[config.mk]
export PLATFORM = sky130hd
export DESIGN_NAME = uart_rx_fifo
export DESIGN_NICKNAME = d
export VERILOG_FILES = /design/src/rtl/uart_pkg.sv /design/src/rtl/sync_fifo.sv /design/src/rtl/uart_rx_fifo.sv
export SDC_FILE = /design/constraint.sdc
export NUM_CORES = 1
export LEC_CHECK = 0
export BUFFER_PORTS_ARGS = -buffer_cell sky130_fd_sc_hd__clkbuf_2
export CORE_MARGIN = 5
export CORE_UTILIZATION = 56
export DETAILED_ROUTE_END_ITERATION = 8
export PLACE_DENSITY = 0.74
export SETUP_SLACK_MARGIN = 0.5
export SKIP_LAST_GASP = 1
export SYNTH_ARGS = -nofsm -noshare
export SYNTH_HDL_FRONTEND = slang
export SYNTH_SLANG_ARGS = --single-unit
[constraint.sdc]
create_clock -name clk -period 6.3 [get_ports clk]
set_input_delay 0.315 -clock clk [delete_from_list [all_inputs] [get_ports clk]]
set_output_delay 0.315 -clock clk [all_outputs]
set_load 0.02 [all_outputs]
[src/rtl/uart_pkg.sv]
// Shared types and constants for the UART receive path.
//   rx_state_t : receiver FSM states
//   MIN_DATA   : narrowest data field accepted
//   rx_flags_t : per-frame error flags, stored above the data field
//   entry_w()  : FIFO entry width {brk, ferr, perr, data}
package uart_pkg;

  typedef enum logic [2:0] {
    S_IDLE,
    S_START,
    S_DATA,
    S_PARITY,
    S_STOP1,
    S_STOP2
  } rx_state_t;

  localparam int MIN_DATA = 5;
  localparam int FLAG_W   = 3;

  typedef struct packed {
    logic brk;
    logic ferr;
    logic perr;
  } rx_flags_t;

  function automatic int entry_w(input int max_data);
    return max_data + FLAG_W;
  endfunction

endpackage

[src/rtl/sync_fifo.sv]
// Show-ahead synchronous FIFO.
//   clk, rst      : clock, asynchronous active-low reset
//   push, wr_data : write request and entry
//   pop           : remove head (ignored when empty)
//   rd_data       : head entry, zero while empty
//   full, empty   : occupancy flags
//   level         : number of entries held
// A push while full is accepted only when a pop happens in the same cycle.
module sync_fifo #(
  parameter int WIDTH = 12,
  parameter int DEPTH = 8
) (
  input  logic                       clk,
  input  logic                       rst,
  input  logic                       push,
  input  logic [WIDTH-1:0]           wr_data,
  input  logic                       pop,
  output logic [WIDTH-1:0]           rd_data,
  output logic                       full,
  output logic                       empty,
  output logic [$clog2(DEPTH+1)-1:0] level
);

  localparam int PTR_W = $clog2(DEPTH);
  localparam int LVL_W = $clog2(DEPTH+1);

  logic [WIDTH-1:0] mem [DEPTH];
  logic [PTR_W-1:0] wr_ptr;
  logic [PTR_W-1:0] rd_ptr;
  logic             pop_ok;
  logic             push_ok;

  assign empty   = (level == '0);
  assign full    = (level == LVL_W'(DEPTH));
  assign pop_ok  = pop && !empty;
  assign push_ok = push && (!full || pop_ok);
  assign rd_data = empty ? '0 : mem[rd_ptr];

  always_ff @(posedge clk or negedge rst) begin
    if (!rst) begin
      wr_ptr <= '0;
      rd_ptr <= '0;
      level  <= '0;
    end else begin
      if (push_ok) wr_ptr <= wr_ptr + 1'b1;
      if (pop_ok)  rd_ptr <= rd_ptr + 1'b1;
      case ({push_ok, pop_ok})
        2'b10:   level <= level + 1'b1;
        2'b01:   level <= level - 1'b1;
        default: level <= level;
      endcase
    end
  end

  always_ff @(posedge clk) begin
    if (push_ok) mem[wr_ptr] <= wr_data;
  end

endmodule

[src/rtl/uart_rx_fifo.sv]
// UART receiver with configurable frame format and a show-ahead frame FIFO.
//   clk, rst        : clock, asynchronous active-low reset
//   rx_tick         : oversample strobe (OVERSAMPLE per bit)
//   rx              : asynchronous serial line, idle high
//   data_bits, parity_en, parity_odd, two_stop : frame format, latched at start
//   rd_data, rd_parity_err, rd_framing_err, rd_break : FIFO head entry
//   rd_valid, rd_ready : read handshake
//   fifo_level      : entries held
//   overrun         : sticky dropped-frame flag, cleared by clr_overrun
//   busy            : receiver is inside a frame
module uart_rx_fifo
  import uart_pkg::*;
#(
  parameter int MAX_DATA   = 9,
  parameter int OVERSAMPLE = 16,
  parameter int FIFO_DEPTH = 8
) (
  input  logic                            clk,
  input  logic                            rst,
  input  logic                            rx_tick,
  input  logic                            rx,
  input  logic [3:0]                      data_bits,
  input  logic                            parity_en,
  input  logic                            parity_odd,
  input  logic                            two_stop,
  output logic [MAX_DATA-1:0]             rd_data,
  output logic                            rd_parity_err,
  output logic                            rd_framing_err,
  output logic                            rd_break,
  output logic                            rd_valid,
  input  logic                            rd_ready,
  output logic [$clog2(FIFO_DEPTH+1)-1:0] fifo_level,
  output logic                            overrun,
  input  logic                            clr_overrun,
  output logic                            busy
);

  localparam int CNT_W   = $clog2(OVERSAMPLE);
  localparam int ENTRY_W = entry_w(MAX_DATA);

  function automatic logic maj3(input logic a, input logic b, input logic c);
    return (a & b) | (a & c) | (b & c);
  endfunction

  function automatic logic [3:0] clamp_bits(input logic [3:0] db);
    if (db < 4'(MIN_DATA))      return 4'(MIN_DATA);
    else if (db > 4'(MAX_DATA)) return 4'(MAX_DATA);
    else                        return db;
  endfunction

  rx_state_t          state;
  logic [CNT_W-1:0]   cnt;
  logic               rx_p0, rx_p1, rx_prev;
  logic [3:0]         nbits_q;
  logic [3:0]         bit_idx;
  logic               par_en_q, par_odd_q, two_stop_q;
  logic [1:0]         smp;
  logic [MAX_DATA-1:0] shreg;
  logic               pbit_q, perr_q;
  logic               ferr_q;

  logic [CNT_W-1:0]   pos_a, pos_b, pos_dec;
  logic               bit_val, decide, brk_now;
  logic               push;
  rx_flags_t          push_flags;
  logic [ENTRY_W-1:0] push_entry;
  logic [ENTRY_W-1:0] head;
  rx_flags_t          head_flags;
  logic               fifo_full, fifo_empty, pop;

  // Start bit is sampled around its centre; all later bits at the end of
  // their tick window, which lands on bit centre because the start
  // decision already sits half a bit in.
  always_comb begin
    if (state == S_START) begin
      pos_a   = CNT_W'(OVERSAMPLE/2 - 3);
      pos_b   = CNT_W'(OVERSAMPLE/2 - 2);
      pos_dec = CNT_W'(OVERSAMPLE/2 - 1);
    end else begin
      pos_a   = CNT_W'(OVERSAMPLE - 3);
      pos_b   = CNT_W'(OVERSAMPLE - 2);
      pos_dec = CNT_W'(OVERSAMPLE - 1);
    end
  end

  assign bit_val = maj3(smp[0], smp[1], rx_p1);
  assign decide  = rx_tick && (state != S_IDLE) && (cnt == pos_dec);
  assign brk_now = (shreg == '0) && !pbit_q && !bit_val;

  // Frame completion: push on the final stop-bit decision.
  always_comb begin
    push            = 1'b0;
    push_flags.brk  = 1'b0;
    push_flags.ferr = 1'b0;
    push_flags.perr = perr_q;
    if (decide && state == S_STOP1) begin
      push_flags.brk  = brk_now;
      push_flags.ferr = !bit_val;
      push            = brk_now || !two_stop_q;
    end else if (decide && state == S_STOP2) begin
      push_flags.ferr = ferr_q || !bit_val;
      push            = 1'b1;
    end
  end

  assign push_entry = {push_flags, shreg};

  // Synchroniser, edge detect and frame FSM
  always_ff @(posedge clk or negedge rst) begin
    if (!rst) begin
      rx_p0      <= 1'b1;
      rx_p1      <= 1'b1;
      rx_prev    <= 1'b1;
      state      <= S_IDLE;
      cnt        <= '0;
      bit_idx    <= '0;
      nbits_q    <= 4'(MIN_DATA);
      par_en_q   <= 1'b0;
      par_odd_q  <= 1'b0;
      two_stop_q <= 1'b0;
    end else begin
      rx_p0 <= rx;
      rx_p1 <= rx_p0;
      if (rx_tick) begin
        rx_prev <= rx_p1;
        if (state != S_IDLE) cnt <= (cnt == pos_dec) ? '0 : cnt + 1'b1;
        case (state)
          S_IDLE: begin
            if (rx_prev && !rx_p1) begin
              state <= S_START;
              cnt   <= '0;
            end
          end
          S_START: begin
            if (decide) begin
              if (bit_val) begin
                state <= S_IDLE;
              end else begin
                state      <= S_DATA;
                bit_idx    <= '0;
                nbits_q    <= clamp_bits(data_bits);
                par_en_q   <= parity_en;
                par_odd_q  <= parity_odd;
                two_stop_q <= two_stop;
              end
            end
          end
          S_DATA: begin
            if (decide) begin
              bit_idx <= bit_idx + 1'b1;
              if (bit_idx == nbits_q - 4'd1) state <= par_en_q ? S_PARITY : S_STOP1;
            end
          end
          S_PARITY: if (decide) state <= S_STOP1;
          S_STOP1: begin
            if (decide) state <= (brk_now || !two_stop_q) ? S_IDLE : S_STOP2;
          end
          S_STOP2: if (decide) state <= S_IDLE;
          default: state <= S_IDLE;
        endcase
      end
    end
  end

  // Sample capture and frame assembly
  always_ff @(posedge clk) begin
    if (rx_tick && state != S_IDLE) begin
      if (cnt == pos_a) smp[0] <= rx_p1;
      if (cnt == pos_b) smp[1] <= rx_p1;
      if (decide) begin
        case (state)
          S_START: begin
            shreg  <= '0;
            pbit_q <= 1'b0;
            perr_q <= 1'b0;
          end
          S_DATA:   shreg <= shreg | (MAX_DATA'(bit_val) << bit_idx);
          S_PARITY: begin
            pbit_q <= bit_val;
            perr_q <= (^shreg) ^ bit_val ^ par_odd_q;
          end
          S_STOP1:  ferr_q <= !bit_val;
          default:  ;
        endcase
      end
    end
  end

  // Overrun: a same-cycle drop wins over the clear
  always_ff @(posedge clk or negedge rst) begin
    if (!rst) begin
      overrun <= 1'b0;
    end else if (push && fifo_full && !pop) begin
      overrun <= 1'b1;
    end else if (clr_overrun) begin
      overrun <= 1'b0;
    end
  end

  assign pop = rd_valid && rd_ready;

  sync_fifo #(
    .WIDTH (ENTRY_W),
    .DEPTH (FIFO_DEPTH)
  ) u_fifo (
    .clk     (clk),
    .rst     (rst),
    .push    (push),
    .wr_data (push_entry),
    .pop     (pop),
    .rd_data (head),
    .full    (fifo_full),
    .empty   (fifo_empty),
    .level   (fifo_level)
  );

  assign head_flags     = head[ENTRY_W-1 -: FLAG_W];
  assign rd_data        = head[MAX_DATA-1:0];
  assign rd_break       = head_flags.brk;
  assign rd_framing_err = head_flags.ferr;
  assign rd_parity_err  = head_flags.perr;
  assign rd_valid       = !fifo_empty;
  assign busy           = (state != S_IDLE);

endmodule

Yosys cells after proc, flatten, opt, wreduce, memory -nomap -nowiden
Memory sizes are Yosys's and may differ from the RTL's. Index checks and enable logic that the tools add are counted.

Bitwise operators: 9. Reduce and logical (&&, ||, !) cells: 39. $add $sub $neg: 7. Shift operators: 1. Equality and inequality tests: 20. Mux-type cells: 38. $lt $le $gt $ge: 2.

Operators by type and width (number): 2-to-1 mux 4 bit (12); 2-to-1 mux 3 bit (9); case mux 3 bit (6 select lines) (1); case mux 9 bit (2 select lines) (1); equality test 4 bit (4); inequality test 2 bit, second input constant (8); case mux 4 bit (2 select lines) (2); adder 4 x 1 -> 4 bit, second input constant (3); logical AND 1 bit (12); 2-to-1 mux 12 bit (1); logical NOT 9 bit (1); 2-to-1 mux 1 bit (9); bitwise OR 9 bit (1); AND reduction 3 bit (3); parity 9 bit (1); left shift 1 x 4 -> 9 bit (1); AND reduction 8 bit (1); nonzero test 2 bit (4); subtractor 4 x 1 -> 4 bit, second input constant (2); logical NOT 1 bit (7); adder 3 x 1 -> 3 bit, second input constant (2); equality test 3 x 2 -> 1 bit, second input constant (2); equality test 3 bit, second input constant (2); AND reduction 5 bit (1); other kinds (18) (26).

RAM bits: 96. Input bits: 13. Output and inout bits: 19. Register bits after elaboration: 46. Memories kept: 1. Word-level logic and storage cells: 137.

Memory list: u_fifo.mem (words 8, bits a word 12, read ports 1, clocked after Yosys merged registers in 0, write ports 1, line sync_fifo.sv:27) `logic [WIDTH-1:0] mem [DEPTH];`.

Depth between registers and ports, before layout
Gate-level depths: netlist of run 1.

Depth after elaboration: 10. Mapped depth: 11. Gate-level depth less buffers: 11.

By module
A second synthesis of run 1 with hierarchy kept.

Cell total of the unflattened synthesis: 436. Area, all modules: 6371.1 µm².

Modules (own cells, without submodules): sync_fifo (cells each 223, seq. area each 3133.0 µm², times used 1, area each 4319.1 µm²); uart_rx_fifo (cells each 213, seq. area each 977.2 µm², times used 1, area each 2052.0 µm²).

Worst setup path before layout of run 1
OpenSTA, ideal clock, no wires.

Path kind: register to register. From: register rx_p1. To: memory u_fifo.mem[0][0] (enable). Path slack: 3293 ps. Data arrival time: 2595 ps. Clock period less this slack: 3007 ps. Cell stages (with the launch flop): 5. Data required time: 5887 ps. Library setup time: 413 ps. Path buffers: 0. Cells stage by stage: dfstp_2 maj3_1 o41ai_4 nand3_1 nor4_1.

Word-level cells in the longest chain between the ends: 10. Elaborated cells on any way between the ends: 11. Classes of those cells: mux: 3; bitwise: 4; reduce/logical: 4.

RTL lines: start: declaration (line uart_rx_fifo.sv:53) `logic rx_p0, rx_p1, rx_prev;`; start signal: assignment (line uart_rx_fifo.sv:123) `rx_p1 <= rx_p0;`; bitwise AND 1 bit (line uart_rx_fifo.sv:42) `return (a & b) | (a & c) | (b & c);`; bitwise OR 1 bit (line uart_rx_fifo.sv:42); bitwise OR 1 bit * (line uart_rx_fifo.sv:42); logical NOT 1 bit * (line uart_rx_fifo.sv:88) `assign brk_now = (shreg == '0) && !pbit_q && !bit_val;`; logical AND 1 bit * (line uart_rx_fifo.sv:88); logical OR 1 bit * (line uart_rx_fifo.sv:99) `push = brk_now || !two_stop_q;`; 2-to-1 mux 1 bit * (line uart_rx_fifo.sv:96) `if (decide && state == S_STOP1) begin`; logical AND 1 bit * (line sync_fifo.sv:36) `assign push_ok = push && (!full || pop_ok);`; 2-to-1 mux 1 bit * (line sync_fifo.sv:56) `if (push_ok) mem[wr_ptr] <= wr_data;`; 2-to-1 mux 1 bit (implied by the code) * (line sync_fifo.sv:56); end: declaration (line sync_fifo.sv:27).

Mark *: on every way between the ends. The rest lies on a longest branch, timed or not.

Worst setup path after layout of run 1
From: register rx_p1. To: memory u_fifo.mem[7][8] (enable).

The elaborated chain is that of the path after synthesis.

==> results.yml, run 1 <==
pwr:
  seq_power_share: 0.514
  ir_worst_vdd_mv: 0.176
  swShare: 0.218
  clockPowerShare: 0.427
  combinationalPowerShare: 0.058
  power_density_nw_per_um2: 289
  p_total_mw: 2.05
  p_sw_uw: 447
  power.internal_mw: 1.61
  p_leak_nw: 2.56
setup_path:
  path_class: "flop to flop"
  critPathMaxFanout: 12
  crit_path_cell_trace: "maj3_1 > o41ai_4 > and2_1 > nand3_1 > nor2_1"
  setup.worst_path.start_class: "flop"
  end_kind: "flop"
  r2r_cells: 5
  r2r_setup_slack_ns: 3.14
  required_ns: 6.43
  r2r-end: "u_fifo.mem[7][8]$_DFFE_PP_"
  cp.arrival_ns: 3.29
  slowest_delay_ns: 0.92
  reg2reg_from: "rx_p1$_DFF_PN1_"
  crit_slowest_cell: "nor2_1"
hold_path:
  hold_class: "input pin to flop"
  min_to: "overrun$_DFFE_PN0P_"
  worstHoldPathCells: 2
  worstHoldStart: "clr_overrun"
place:
  numPortBuffers: 31
  dpl.cell_count: 573
  gp_congestion: 0.777
  dp_slack_ns: 3.09
  dpl-instance-area_um2: 6560
  post-dp-hpwl_mm: 7.16
floorplan:
  fp.dieH_um: 116
  ios: 32
  rows: 38
  die_area_um2: 13400
  core-area_um2: 10900
  initial_utilization: 0.575
  die_w_um: 116
sta:
  drv_slew: 0
  min_period_ns: 3.16
  max-slew-margin-rel: 0.176
  tightest_slew_ns: 1.24
  holdWs_ns: 0.0195
  clock_skew_ns: 0.00823
  rsz0062_at_grt: "no"
  max_freq_mhz: 316
  setup-tns-final_ns: 0
  fin_crit_sh: 0.502
  fin_ws_ns: 3.14
  hold_viol: 0
  setup_viol: 0
clocking:
  root_buffer: "clkbuf_8"
  h-tree-depth: 4
  path_clk_slew_ns: 0.06
  post_cts_buffers: 0
  clock_path_buffers: 2
  tritoncts: "built"
  cts_sinks: 142
  cts_buffers: 17
  cts_resized: 0
  clk_latency_ns: 0.52
global_routing:
  grt_pass1_wl_mm: 18.3
  overflow: 0
  antenna_found_initial: 0
  grt_pass1_vias: 3530
  grt_max_degree: 33
  grtUsageTotal: 0.185
layout:
  post_route_cells_drive_above_1_share: 0.248
  final_core_util: 0.654
  final_cells: 608
  fillers: 765
  antenna_cells: 0
  area_delta_synth_final_pct: 13.7
  final_common_cell: "edfxtp_1"
  final_cell_mix: "edfxtp_1, nor2_1, clkbuf_2"
  layout.nets: 480
  design_area_um2: 7120
  multiInputGateArea_um2: 2020
  ff_latch_area_um2: 4110
yosys:
  postSynth.asyncResetShare: 0.225
  yosysWarnings: 0
  synth_nets: 443
  yosysSeqAreaShare: 0.657
  ys_ff_latch: 142
  avgSynthCellArea_um2: 15.0
  synth_cell_types: 48
  mappedNetlistArea_um2: 6260
  synth_top_flop_cell: "edfxtp_1"
  synth_edf_count: 110
  synth_cells: 418
detailed_routing:
  wl_mm: 11.2
  remaining_drc_errors: 0
  drtPass1Iterations: 4
  routed_via_density: 5.64
  via_count: 3428
  routedWlPerCell_um: 18.4
  ant_nets: 0
  drt_iter0_markers: 285
flow_run:
  maxCapViolCount: 0
run_status:
  status: "finished clean"
[what timing repair did]
item	4_1_cts	5_1_grt
endpoints found under the setup margin	0	0
hold endpoints to repair	29	0
hold buffers	3	0
[critical path, delay by kind of cell (launching register included)]
| kind | cells | cell delay [ns] |
|---|---|---|
| and+or+nand+nor | 3 | 1.42 |
| adders and majority gates | 1 | 0.55 |
| AOI/OAI and AO/OA | 1 | 0.42 |
| DFF | 1 | 0.38 |
[synthesized netlist by cell type (2+ instances only)]
| master | count | share of area |
|---|---|---|
| a21boi_0 | 2 | 0.0024 |
| a21oi_1 | 9 | 0.0072 |
| a31oi_1 | 4 | 0.0040 |
| and2_1 | 4 | 0.0040 |
| and3_1 | 5 | 0.0050 |
| buf_1 | 2 | 0.0012 |
| buf_2 | 5 | 0.0040 |
| clkbuf_1 | 13 | 0.0078 |
| dfrtp_1 | 27 | 0.11 |
| dfstp_2 | 5 | 0.021 |
| edfxtp_1 | 110 | 0.53 |
| ha_1 | 12 | 0.024 |
| inv_1 | 17 | 0.010 |
| mux2_2 | 7 | 0.013 |
| mux2_4 | 2 | 0.0048 |
| mux2i_1 | 15 | 0.024 |
| mux4_2 | 24 | 0.086 |
| nand2_1 | 26 | 0.016 |
| nand2b_1 | 6 | 0.0060 |
| nand3_1 | 11 | 0.0088 |
| nand4_1 | 3 | 0.0030 |
| nor2_1 | 35 | 0.021 |
| nor2b_1 | 5 | 0.0050 |
| nor3_1 | 10 | 0.0080 |
| nor4_1 | 3 | 0.0030 |
| o21ai_0 | 13 | 0.010 |
| or2_2 | 2 | 0.0020 |
| xnor2_1 | 15 | 0.021 |
| xor2_1 | 7 | 0.0098 |
[area by class of cell]
| class | count | area share |
|---|---|---|
| inverter | 17 | 0.00896 |
| clock buffer | 25 | 0.0684 |
| clock inverter | 7 | 0.00562 |
| sequential | 142 | 0.577 |
| tap | 140 | 0.0246 |
| timing repair buffer | 39 | 0.0313 |
| multi-input combinational | 238 | 0.284 |
[power groups by stage]
| stage | Combinational [mW] | Clock (mW) | Sequential (mW) |
|---|---|---|---|
| floorplan | 0.101 | 0 | 1.06 |
| global placement | 0.116 | 0 | 1.07 |
| detailed placement | 0.119 | 0 | 1.08 |
| CTS | 0.122 | 0.895 | 1.06 |
| global route | 0.134 | 0.945 | 1.06 |
| finish | 0.120 | 0.878 | 1.06 |
[worst max path at each step]
stage / slack, ns / from / depth (start not counted) / endpoint
3_3_place_gp: 3.21 / rx_p1$_DFF_PN1_ / 5 / u_fifo.mem[5][7]$_DFFE_PP_
2_1_floorplan: 3.29 / rx_p1$_DFF_PN1_ / 4 / u_fifo.mem[0][0]$_DFFE_PP_
4_1_cts: 3.05 / rx_p1$_DFF_PN1_ / 5 / u_fifo.mem[5][5]$_DFFE_PP_
6_report: 3.14 / rx_p1$_DFF_PN1_ / 5 / u_fifo.mem[7][8]$_DFFE_PP_
5_1_grt: 2.81 / shreg[2]$_SDFFCE_PP0P_ / 7 / u_fifo.mem[5][11]$_DFFE_PP_
3_5_place_dp: 3.09 / rx_p1$_DFF_PN1_ / 5 / u_fifo.mem[5][7]$_DFFE_PP_
[cells by family (layout without fill, tap and decap cells)]
family,Yosys count,in the layout,synth area share
compound gates,36,36,0.0388
xor+xnor,22,22,0.0308
fa+ha+maj,13,13,0.0256
buf+inv,38,88,0.0250
flops,142,142,0.657
mux,48,48,0.128
simple gates,119,119,0.0954
[per-layer routing]
layer  wire, µm  up-vias  GRT usage
met5          0        -          0
met4        129        0     0.0727
met2       5740       84      0.304
met1       4760     1702      0.241
met3        529       11     0.0433
li1           -     1631          -
[sequential cells by signal (all words and copies together), names as in the netlist]
| name | flops |
|---|---|
| pbit_q | 1 |
| par_en_q | 1 |
| rx_p0 | 1 |
| u_fifo.level | 4 |
| par_odd_q | 1 |
| perr_q | 1 |
| smp | 2 |
| cnt | 4 |
| shreg | 9 |
| rx_p1 | 1 |
| u_fifo.mem | 96 |
| ferr_q | 1 |
| u_fifo.rd_ptr | 3 |
| state | 3 |
| nbits_q | 4 |
| two_stop_q | 1 |
| rx_prev | 1 |
| overrun | 1 |
| u_fifo.wr_ptr | 3 |
| bit_idx | 4 |
No activity file was read; power rests on OpenSTA's default activity.
==> run 2, diff against run 1 <==
clock period = 3.2 ns   (was 6.3 ns; I/O delays follow)
==> results.yml, run 2 (same netlist as run 1, synthesis figures left out) <==
setup_path:
  r2r_cells: 6
  setup.worst_path.start_class: "flop"
  worstSetupPathDepth: 6
  critPathBufInv: 1
  end_kind: "flop"
  cp_top_family: "simple AND/OR/NAND/NOR gates"
  r2r-end: "u_fifo.mem[7][5]$_DFFE_PP_"
  r2r_setup_slack_ns: 0.61
  crit_path_cell_trace: "maj3_1 > o41ai_4 > and2_2 > nand3_1 > nor2_1 > buf_4"
  reg2reg_from: "rx_p1$_DFF_PN1_"
  required_ns: 3.40
  critPathMaxFanout: 12
  path_class: "flop to flop"
  crit_slowest_cell: "maj3_1"
  slowest_delay_ns: 0.55
  cp.arrival_ns: 2.79
floorplan:
  initial_utilization: 0.575
  fp.dieH_um: 116
  ios: 32
  core-area_um2: 10900
  die_area_um2: 13400
  rows: 38
  die_w_um: 116
sta:
  min_period_ns: 2.59
  clock_skew_ns: 0.00862
  drv_slew: 0
  setup_viol: 0
  fin_crit_sh: 0.808
  fin_ws_ns: 0.614
  max-slew-margin-rel: 0.453
  max_freq_mhz: 387
  tightest_slew_ns: 0.821
  hold_viol: 0
  holdWs_ns: 0.0762
  rsz0062_at_grt: "no"
  setup-tns-final_ns: 0
hold_path:
  worstHoldStart: "rd_ready"
  hold_class: "input pin to flop"
  min_to: "u_fifo.rd_ptr[0]$_DFFE_PN0P_"
  worstHoldPathCells: 3
global_routing:
  grt_max_degree: 33
  grtUsageTotal: 0.196
  grt_use_met3: 0.0533
  antenna_found_initial: 0
  met2_usage: 0.357
  use_met1: 0.229
  overflow: 0
  grt_busiest_layer: "met2"
  grt_pass1_vias: 3768
  grt_pass1_wl_mm: 19.3
layout:
  largest_reg_flops: 96
  final_core_util: 0.672
  final_cell_mix: "edfxtp_1, nor2_1, clkbuf_2"
  final_common_cell: "edfxtp_1"
  area_delta_synth_final_pct: 17.0
  antenna_cells: 0
  largest_registers: "u_fifo.mem (96), shreg (9)"
  post_route_cells_drive_above_1_share: 0.261
  top_register: "u_fifo.mem"
  layout.nets: 498
place:
  dp_slack_ns: 0.603
  post-dp-hpwl_mm: 7.82
  gp_congestion: 0.758
  numPortBuffers: 31
detailed_routing:
  routedWlPerCell_um: 19.0
  routed_via_density: 5.72
  via_count: 3582
  wl_mm: 11.9
  remaining_drc_errors: 0
  drt_iter0_markers: 241
  ant_nets: 0
  drtPass1Iterations: 4
pwr:
  p_leak_nw: 2.70
  power_density_nw_per_um2: 572
  ir_worst_vdd_mv: 0.297
flow_run:
  maxCapViolCount: 0
clocking:
  clk_latency_ns: 0.51
  clock_path_buffers: 2
  tritoncts: "built"
  cts_sinks: 142
  h-tree-depth: 4
  path_clk_slew_ns: 0.06
  cts_buffers: 17
  root_buffer: "clkbuf_8"
run_status:
  status: "finished clean"
==> run 2: cell count changes in the layout (fill, tap and decap cells not counted), moves of 2 or more <==
cell           delta
buf_4             +9
nor3_2            -2
bufinv_16         +3
nor3_1            +2
clkinv_1          +5
clkbuf_1          -6
dlygate4sd3_1     +8
clkbuf_16         -2
==> run 2: worst reg2reg max path: cells and delay by family (launching register included) <==
family	cells	cell delay [ns]
flops	1	0.39
buf+inv	1	0.25
simple gates	3	0.64
fa+ha+maj	1	0.55
compound gates	1	0.45
==> run 2: how the worst max path moves through the flow <==
stage | from | to | slack, ns
6_report | rx_p1$_DFF_PN1_ | u_fifo.mem[7][5]$_DFFE_PP_ | 0.61
5_1_grt | rx_p1$_DFF_PN1_ | u_fifo.mem[4][6]$_DFFE_PP_ | 0.49
4_1_cts | rx_p1$_DFF_PN1_ | u_fifo.mem[7][4]$_DFFE_PP_ | 0.57
3_5_place_dp | state[1]$_DFFE_PN0P_ | two_stop_q$_DFFE_PN0P_ | 0.60
3_3_place_gp | state[1]$_DFFE_PN0P_ | par_odd_q$_DFFE_PN0P_ | 0.68
2_1_floorplan | rx_p1$_DFF_PN1_ | u_fifo.mem[1][0]$_DFFE_PP_ | 0.48
==> run 2: timing repair <==
action                     4_1_cts  5_1_grt
setup endpoints to repair        0       85
hold endpoints to repair        38        0
hold buffers                    11        0
gates resized for setup          0        2
setup buffers                    0        2
==> run 2: per-layer routing <==
metal / wire [µm] / vias up
li1: - / 1673
met1: 4710 / 1794
met2: 6530 / 104
met3: 512 / 11
met4: 124 / 0
met5: 0 / -
==> run 2: metrics by stage <==
stage	std cells	cell area, µm²	power [mW]
2_1_floorplan	418	6270	2.29
6_report	626	7320	4.19
5_1_grt	626	7320	4.36
4_1_cts	624	7290	4.23
3_3_place_gp	581	6610	2.34
3_5_place_dp	581	6610	2.35
==> run 2: layout make-up <==
class / count / area, µm²
timing repair buffer: 57 / 390
tap: 140 / 175
clock inverter: 15 / 153
fill: 771 / 3570
inverter: 17 / 63.8
sequential: 142 / 4110
clock buffer: 17 / 414
multi-input combinational: 238 / 2020
==> run 2: power by group <==
group,total [mW],switching [mW],leakage (nW),internal (mW)
clock network,1.86,0.697,0.275,1.17
logic,0.246,0.127,1.08,0.119
registers,2.08,0.0638,1.35,2.02
total,4.19,0.888,2.70,3.30
